<file path="src/rtl/riscv_div_unit.sv">
// rtl/riscv_div_unit.sv - iterative restoring divider for RISC-V DIV/DIVU/REM/REMU
// Define RISCV_DIV_FAST_SPECIAL_EN to retire divide-by-zero and signed overflow in one cycle.
module riscv_div_unit #(
   parameter int WIDTH = 32
) (
   input  logic             clk,
   input  logic             rst_i,
   input  logic             start_i,
   input  logic [1:0]       op_i,
   input  logic [WIDTH-1:0] dividend_i,
   input  logic [WIDTH-1:0] divisor_i,
   input  logic             flush_i,
   output logic             busy_o,
   output logic             valid_o,
   output logic [WIDTH-1:0] result_o,
   output logic             div_zero_o
);
   localparam int CW = $clog2(WIDTH + 1);

   typedef enum logic [1:0] {
      IDLE = 2'd0,
      CALC = 2'd1,
      FIX  = 2'd2
   } state_t;

   state_t           r_state;
   state_t           w_state_next;
   logic [CW-1:0]    r_cnt;
   logic             r_is_rem;
   logic             r_sign_a;
   logic             r_sign_b;
   logic             r_special;
   logic             r_dz;
   logic [WIDTH-1:0] r_rem;
   logic [WIDTH-1:0] r_quo;
   logic [WIDTH-1:0] r_div;
   logic [WIDTH-1:0] r_spec_res;
   logic [WIDTH-1:0] r_result;
   logic             r_valid;
   logic             r_div_zero;

   logic             w_signed;
   logic             w_sign_a;
   logic             w_sign_b;
   logic [WIDTH-1:0] w_abs_a;
   logic [WIDTH-1:0] w_abs_b;
   logic             w_dz;
   logic             w_ovf;
   logic [WIDTH-1:0] w_spec_res;
   logic             w_accept;
   logic             w_fast;
   logic [WIDTH:0]   w_shift;
   logic [WIDTH:0]   w_diff;
   logic             w_neg;
   logic [WIDTH-1:0] w_quo_fix;
   logic [WIDTH-1:0] w_rem_fix;
   logic [WIDTH-1:0] w_fix_res;

   assign w_signed   = ~op_i[0];
   assign w_sign_a   = w_signed & dividend_i[WIDTH-1];
   assign w_sign_b   = w_signed & divisor_i[WIDTH-1];
   assign w_abs_a    = w_sign_a ? -dividend_i : dividend_i;
   assign w_abs_b    = w_sign_b ? -divisor_i : divisor_i;
   assign w_dz       = (divisor_i == {WIDTH{1'b0}});
   assign w_ovf      = w_signed && (dividend_i == {1'b1, {(WIDTH-1){1'b0}}}) && (&divisor_i);
   // Architectural results for the two corner cases, fixed at acceptance time.
   assign w_spec_res = w_dz ? (op_i[1] ? dividend_i : {WIDTH{1'b1}})
                            : (op_i[1] ? {WIDTH{1'b0}} : dividend_i);
   assign w_accept   = (r_state == IDLE) && start_i && !flush_i;
`ifdef RISCV_DIV_FAST_SPECIAL_EN
   assign w_fast     = w_accept && (w_dz || w_ovf);
`else
   assign w_fast     = 1'b0;
`endif

   // The shifted partial remainder needs WIDTH+1 bits; the MSB of the difference is the borrow.
   assign w_shift    = {r_rem, r_quo[WIDTH-1]};
   assign w_diff     = w_shift - {1'b0, r_div};
   assign w_neg      = w_diff[WIDTH];

   assign w_quo_fix  = (r_sign_a ^ r_sign_b) ? -r_quo : r_quo;
   assign w_rem_fix  = r_sign_a ? -r_rem : r_rem;
   assign w_fix_res  = r_special ? r_spec_res : (r_is_rem ? w_rem_fix : w_quo_fix);

   always_ff @(posedge clk or posedge rst_i) begin
      if (rst_i) begin
         r_state <= IDLE;
      end else begin
         r_state <= w_state_next;
      end
   end

   always_comb begin
      w_state_next = r_state;
      if (flush_i) begin
         w_state_next = IDLE;
      end else begin
         case (r_state)
            IDLE:    if (w_accept && !w_fast) w_state_next = CALC;
            CALC:    if (r_cnt == CW'(1)) w_state_next = FIX;
            FIX:     w_state_next = IDLE;
            default: w_state_next = IDLE;
         endcase
      end
   end

   always_ff @(posedge clk or posedge rst_i) begin
      if (rst_i) begin
         r_cnt      <= '0;
         r_is_rem   <= 1'b0;
         r_sign_a   <= 1'b0;
         r_sign_b   <= 1'b0;
         r_special  <= 1'b0;
         r_dz       <= 1'b0;
         r_rem      <= '0;
         r_quo      <= '0;
         r_div      <= '0;
         r_spec_res <= '0;
         r_result   <= '0;
         r_valid    <= 1'b0;
         r_div_zero <= 1'b0;
      end else begin
         r_valid <= 1'b0;
         if (w_accept) begin
            r_is_rem   <= op_i[1];
            r_sign_a   <= w_sign_a;
            r_sign_b   <= w_sign_b;
            r_special  <= w_dz | w_ovf;
            r_dz       <= w_dz;
            r_spec_res <= w_spec_res;
            r_rem      <= '0;
            r_quo      <= w_abs_a;
            r_div      <= w_abs_b;
            r_cnt      <= CW'(WIDTH);
            if (w_fast) begin
               r_result   <= w_spec_res;
               r_div_zero <= w_dz;
               r_valid    <= 1'b1;
            end
         end else if ((r_state == CALC) && !flush_i) begin
            r_rem <= w_neg ? w_shift[WIDTH-1:0] : w_diff[WIDTH-1:0];
            r_quo <= {r_quo[WIDTH-2:0], ~w_neg};
            r_cnt <= r_cnt - CW'(1);
         end else if ((r_state == FIX) && !flush_i) begin
            r_result   <= w_fix_res;
            r_div_zero <= r_dz;
            r_valid    <= 1'b1;
         end
      end
   end

   assign busy_o     = (r_state != IDLE);
   assign valid_o    = r_valid;
   assign result_o   = r_result;
   assign div_zero_o = r_div_zero;

endmodule

</file>
<file path="config.mk">
export PLATFORM = sky130hd
export DESIGN_NAME = riscv_div_unit
export DESIGN_NICKNAME = d
export VERILOG_FILES = /design/src/rtl/riscv_div_unit.sv
export SDC_FILE = /design/constraint.sdc
export NUM_CORES = 1
export LEC_CHECK = 0
export CAP_MARGIN = 15
export CELL_PAD_IN_SITES_DETAIL_PLACEMENT = 1
export CELL_PAD_IN_SITES_GLOBAL_PLACEMENT = 2
export CORE_UTILIZATION = 39
export DETAILED_ROUTE_END_ITERATION = 8
export PLACE_DENSITY_LB_ADDON = 0.1
export SLEW_MARGIN = 20
export SYNTH_ARGS = -nofsm -noshare
export SYNTH_HDL_FRONTEND = slang
export SYNTH_SLANG_ARGS = --single-unit
</file>
<file path="constraint.sdc">
create_clock -name clk -period 12 [get_ports clk]
set_clock_uncertainty 0.2 [all_clocks]
set_input_delay 2.4 -clock clk [delete_from_list [all_inputs] [get_ports clk]]
set_output_delay 2.4 -clock clk [all_outputs]
set_load 0.05 [all_outputs]
</file>
==> metrics.md <==
| Metric | Value |
|---|---|
| Hold-fix buffers, CTS | `0` |
| RSZ-0062 raised after global routing | `no` |
| Share of cells above drive strength 1 | `0.0497` |
| Highest clock rate | `0.191 GHz` |
| TritonCTS clock tree | `done` |
| Post-CTS Resized | `0` |
| Vias in the first global route | `11.0k` |
| Slew Viols, Final | `0` |
| Ys Warns | `0` |
| Initial antenna violation count | `0` |
| Slew Limit Headroom | `0.263` |
| Synthesized flop and latch total | `175` |
| Fin. Hold Viols | `0` |
| CP required | `12.16 ns` |
| Setup bufs post-CTS | `0` |
| Status | `completed` |
| Clock power frac | `0.206` |
| Die H | `178 microns` |
| WL per Instance | `19.5 microns` |
| DP Wirelength | `27000 microns` |
| Reg-to-reg critical path endpoint | `r_rem[25]` |
| Count of cell types in the netlist | `71` |
| Total negative slack | `0 ns` |
| Part of the power in combinational logic | `0.485` |
| Max clock buf depth | `2` |
| First-pass GRT wire length | `61000 microns` |
| Synth area leader | `dfrtp_1` |
| Tot GR Track Use | `0.248` |
| DRT antenna net count | `0` |
| Syn Inst Count | `1459` |
| Starting DRT DRC Count | `546` |
| Crit Path Max Fanout | `35` |
| Crit share post-route | `0.437` |
| Placed cell count | `1894` |
| Worst vdd ir | `0.000114 V` |
| Syn Nets | `1569` |
| Vias per cell | `5.59` |
| Via count | `10.8k` |
| Worst path bufs/invs | `2` |
| CTS Buf Count | `17` |
| First drt pass iteration count | `5` |
| Core area | `30600 sq um` |
| Root buffer selected by CTS | `clkbuf_16` |
| Tot Pwr | `2.88 mW` |
| DRC Markers | `0` |
| Power Internal | `1.63 mW` |
| # rows | `64` |
| Yosys top cell area share | `0.361` |
| Reg2Reg Setup Slack | `7.64 ns` |
| Antenna diode count | `0` |
| R2R cell count | `13` |
| Crit path depth | `8` |
| Worst slew pin tran | `1.10 ns` |
| Kind of critical path | `input pin to flop` |
| DIE AREA | `31800 sq um` |
| Arr. time, crit path | `5.40 ns` |
| Top Ports | `105` |
| LEAKAGE | `5.97 nW` |
| Post-Syn Area per Cell | `8.31 sq um` |
| H-tree depth | `4` |
| Largest net degree at the start of global routing | `103` |
| Most frequent cell after synthesis | `nand2_1` |
| DRT Wirelength | `37600 microns` |
| Sequential area share after synthesis | `0.361` |
| Initial Utilization | `0.396` |
| Final core utilization | `0.462` |
| Final setup margin | `6.76 ns` |
| Dpl ws | `6.20 ns` |
| Critical Path, Cell by Cell | `clkdlybuf4s50_1, or4_1, or3_1, nor4_2, nand4_2, buf_4, maj3_1, o21ai_1` |
| Critical path endpoint category | `flop` |
| Crit path launch type | `input pin` |
| PortBufs | `104` |
| Worst-Skew Late Latency | `0.45 ns` |
| Post-synth top cells | `200 x nand2_1, 175 x dfrtp_1, 140 x o21ai_0` |
| Finished Layout Cells | `1925` |
| Seq pwr share | `0.309` |
| Synth-to-Final Area Change | `16.5%` |
| Hold path startpoint | `r_dz` |
| Sw Ratio | `0.432` |
| Reg clk slew, reported paths | `0.07 ns` |
| Grt ovf | `0` |
| Fraction of registers with async set/reset | `1.00` |
| Worst path max stage delay | `0.60 ns` |
| Min Tclk post-route | `5.24 ns` |
| CP endpoint | `r_spec_res[9]` |
| Worst path slowest cell | `or4_1` |
| Die Span X | `178 microns` |
| P_sw | `1.24 mW` |
| Final Setup Violations | `0` |
| Power density cells | `204 nW/um^2` |
| Max-Cap Viols | `0` |
| Nets@finish | `1627` |
| Post-synth EDFFs | `0` |
| Setup crit start | `divisor_i[6]` |
| Reg-to-reg startpoint | `r_quo[31]` |
| Worst hold path type | `flop to flop` |
| Largest cells by area after synthesis | `dfrtp_1 36%, nand2_1 6.2%, xnor2_1 6.0%` |
| Largest delay share family, worst path | `simple AND/OR/NAND/NOR gates` |
| # clock sinks | `175` |
| Post-synth top flop | `dfrtp_1` |
| Routability Congestion | `0.822` |
| Synth Cell Area | `12100 sq um` |
==> kinds of logic (layout without fill, tap and decap cells) <==
logic type,count (synthesis),count (layout),synth area share
fa+ha+maj,71,71,0.0675
xor+xnor,145,145,0.105
buf+inv,163,233,0.0518
simple gates,437,437,0.171
mux,27,27,0.0223
compound gates,441,441,0.222
flops,175,175,0.361
==> power groups by stage <==
stage	Clock [mW]	Sequential (mW)	Combinational (mW)
after floorplan	0	0.891	1.01
after global placement	0	0.894	1.37
after detailed placement	0	0.900	1.40
after CTS	0.609	0.890	1.41
after global routing	0.631	0.913	1.55
final	0.593	0.890	1.39
==> through the flow <==
step / hold WS (ns) / cell area [sq um]
after global placement: 0.258 / 13500
after CTS: 0.279 / 14100
final: 0.276 / 14100
after floorplan: 0.239 / 12100
after detailed placement: 0.265 / 13500
after global routing: 0.302 / 14100
==> worst min path at each step <==
stage | slack (ns) | to | depth (start not counted)
after detailed placement | 0.27 | div_zero_o | 2
final | 0.28 | div_zero_o | 2
after global routing | 0.30 | r_div[13] | 2
after floorplan | 0.24 | div_zero_o | 2
after CTS | 0.28 | div_zero_o | 2
after global placement | 0.26 | div_zero_o | 2
==> state kept, by name, indices dropped and copies added, names as in the netlist <==
name / count
r_special: 1
r_cnt: 6
r_sign_b: 1
r_is_rem: 1
r_div: 32
valid_o: 1
r_spec_res: 32
r_state: 2
result_o: 32
r_sign_a: 1
r_rem: 32
r_quo: 32
r_dz: 1
div_zero_o: 1
==> tightest hold or removal path, stage by stage (launching register included) <==
cell and delay, ns:
dfrtp_1 0.35, nand2_1 0.05, nand2_1 0.05
==> area by class of cell <==
type | count | area (sq um)
Clock buffer | 17 | 425
Tap cell | 396 | 495
Inverter | 81 | 309
Multi-Input combinational cell | 1121 | 7160
Timing Repair Buffer | 121 | 1170
Fill cell | 3626 | 16500
Clock inverter | 14 | 183
Sequential cell | 175 | 4380
==> metal layers <==
metal,global-route usage,share of wire,vias up
li1,-,-,5282
met5,0,0,-
met2,0.408,0.48,129
met4,0.0763,0.019,0
met1,0.339,0.48,5313
met3,0.0303,0.024,31
==> placed cells by master, fill, tap and decap left out, types with 14 or more instances in the layout <==
cell / Yosys / routed
a211oi_1: 21 / 21
a21oi_1: 82 / 82
a22oi_1: 33 / 33
buf_4: 2 / 16
clkbuf_16: 0 / 17
clkdlybuf4s50_1: 0 / 104
dfrtp_1: 175 / 174
ha_1: 39 / 39
inv_1: 81 / 80
maj3_1: 31 / 31
mux2i_1: 27 / 27
nand2_1: 200 / 199
nand2b_1: 14 / 14
nand3_1: 15 / 15
nand4_1: 15 / 15
nor2_1: 88 / 87
nor3_1: 17 / 17
nor4_1: 17 / 16
o21ai_0: 140 / 140
o21ai_1: 53 / 53
o31ai_1: 28 / 28
xnor2_1: 83 / 83
xor2_1: 62 / 61
No activity file was read; power rests on OpenSTA's default activity.
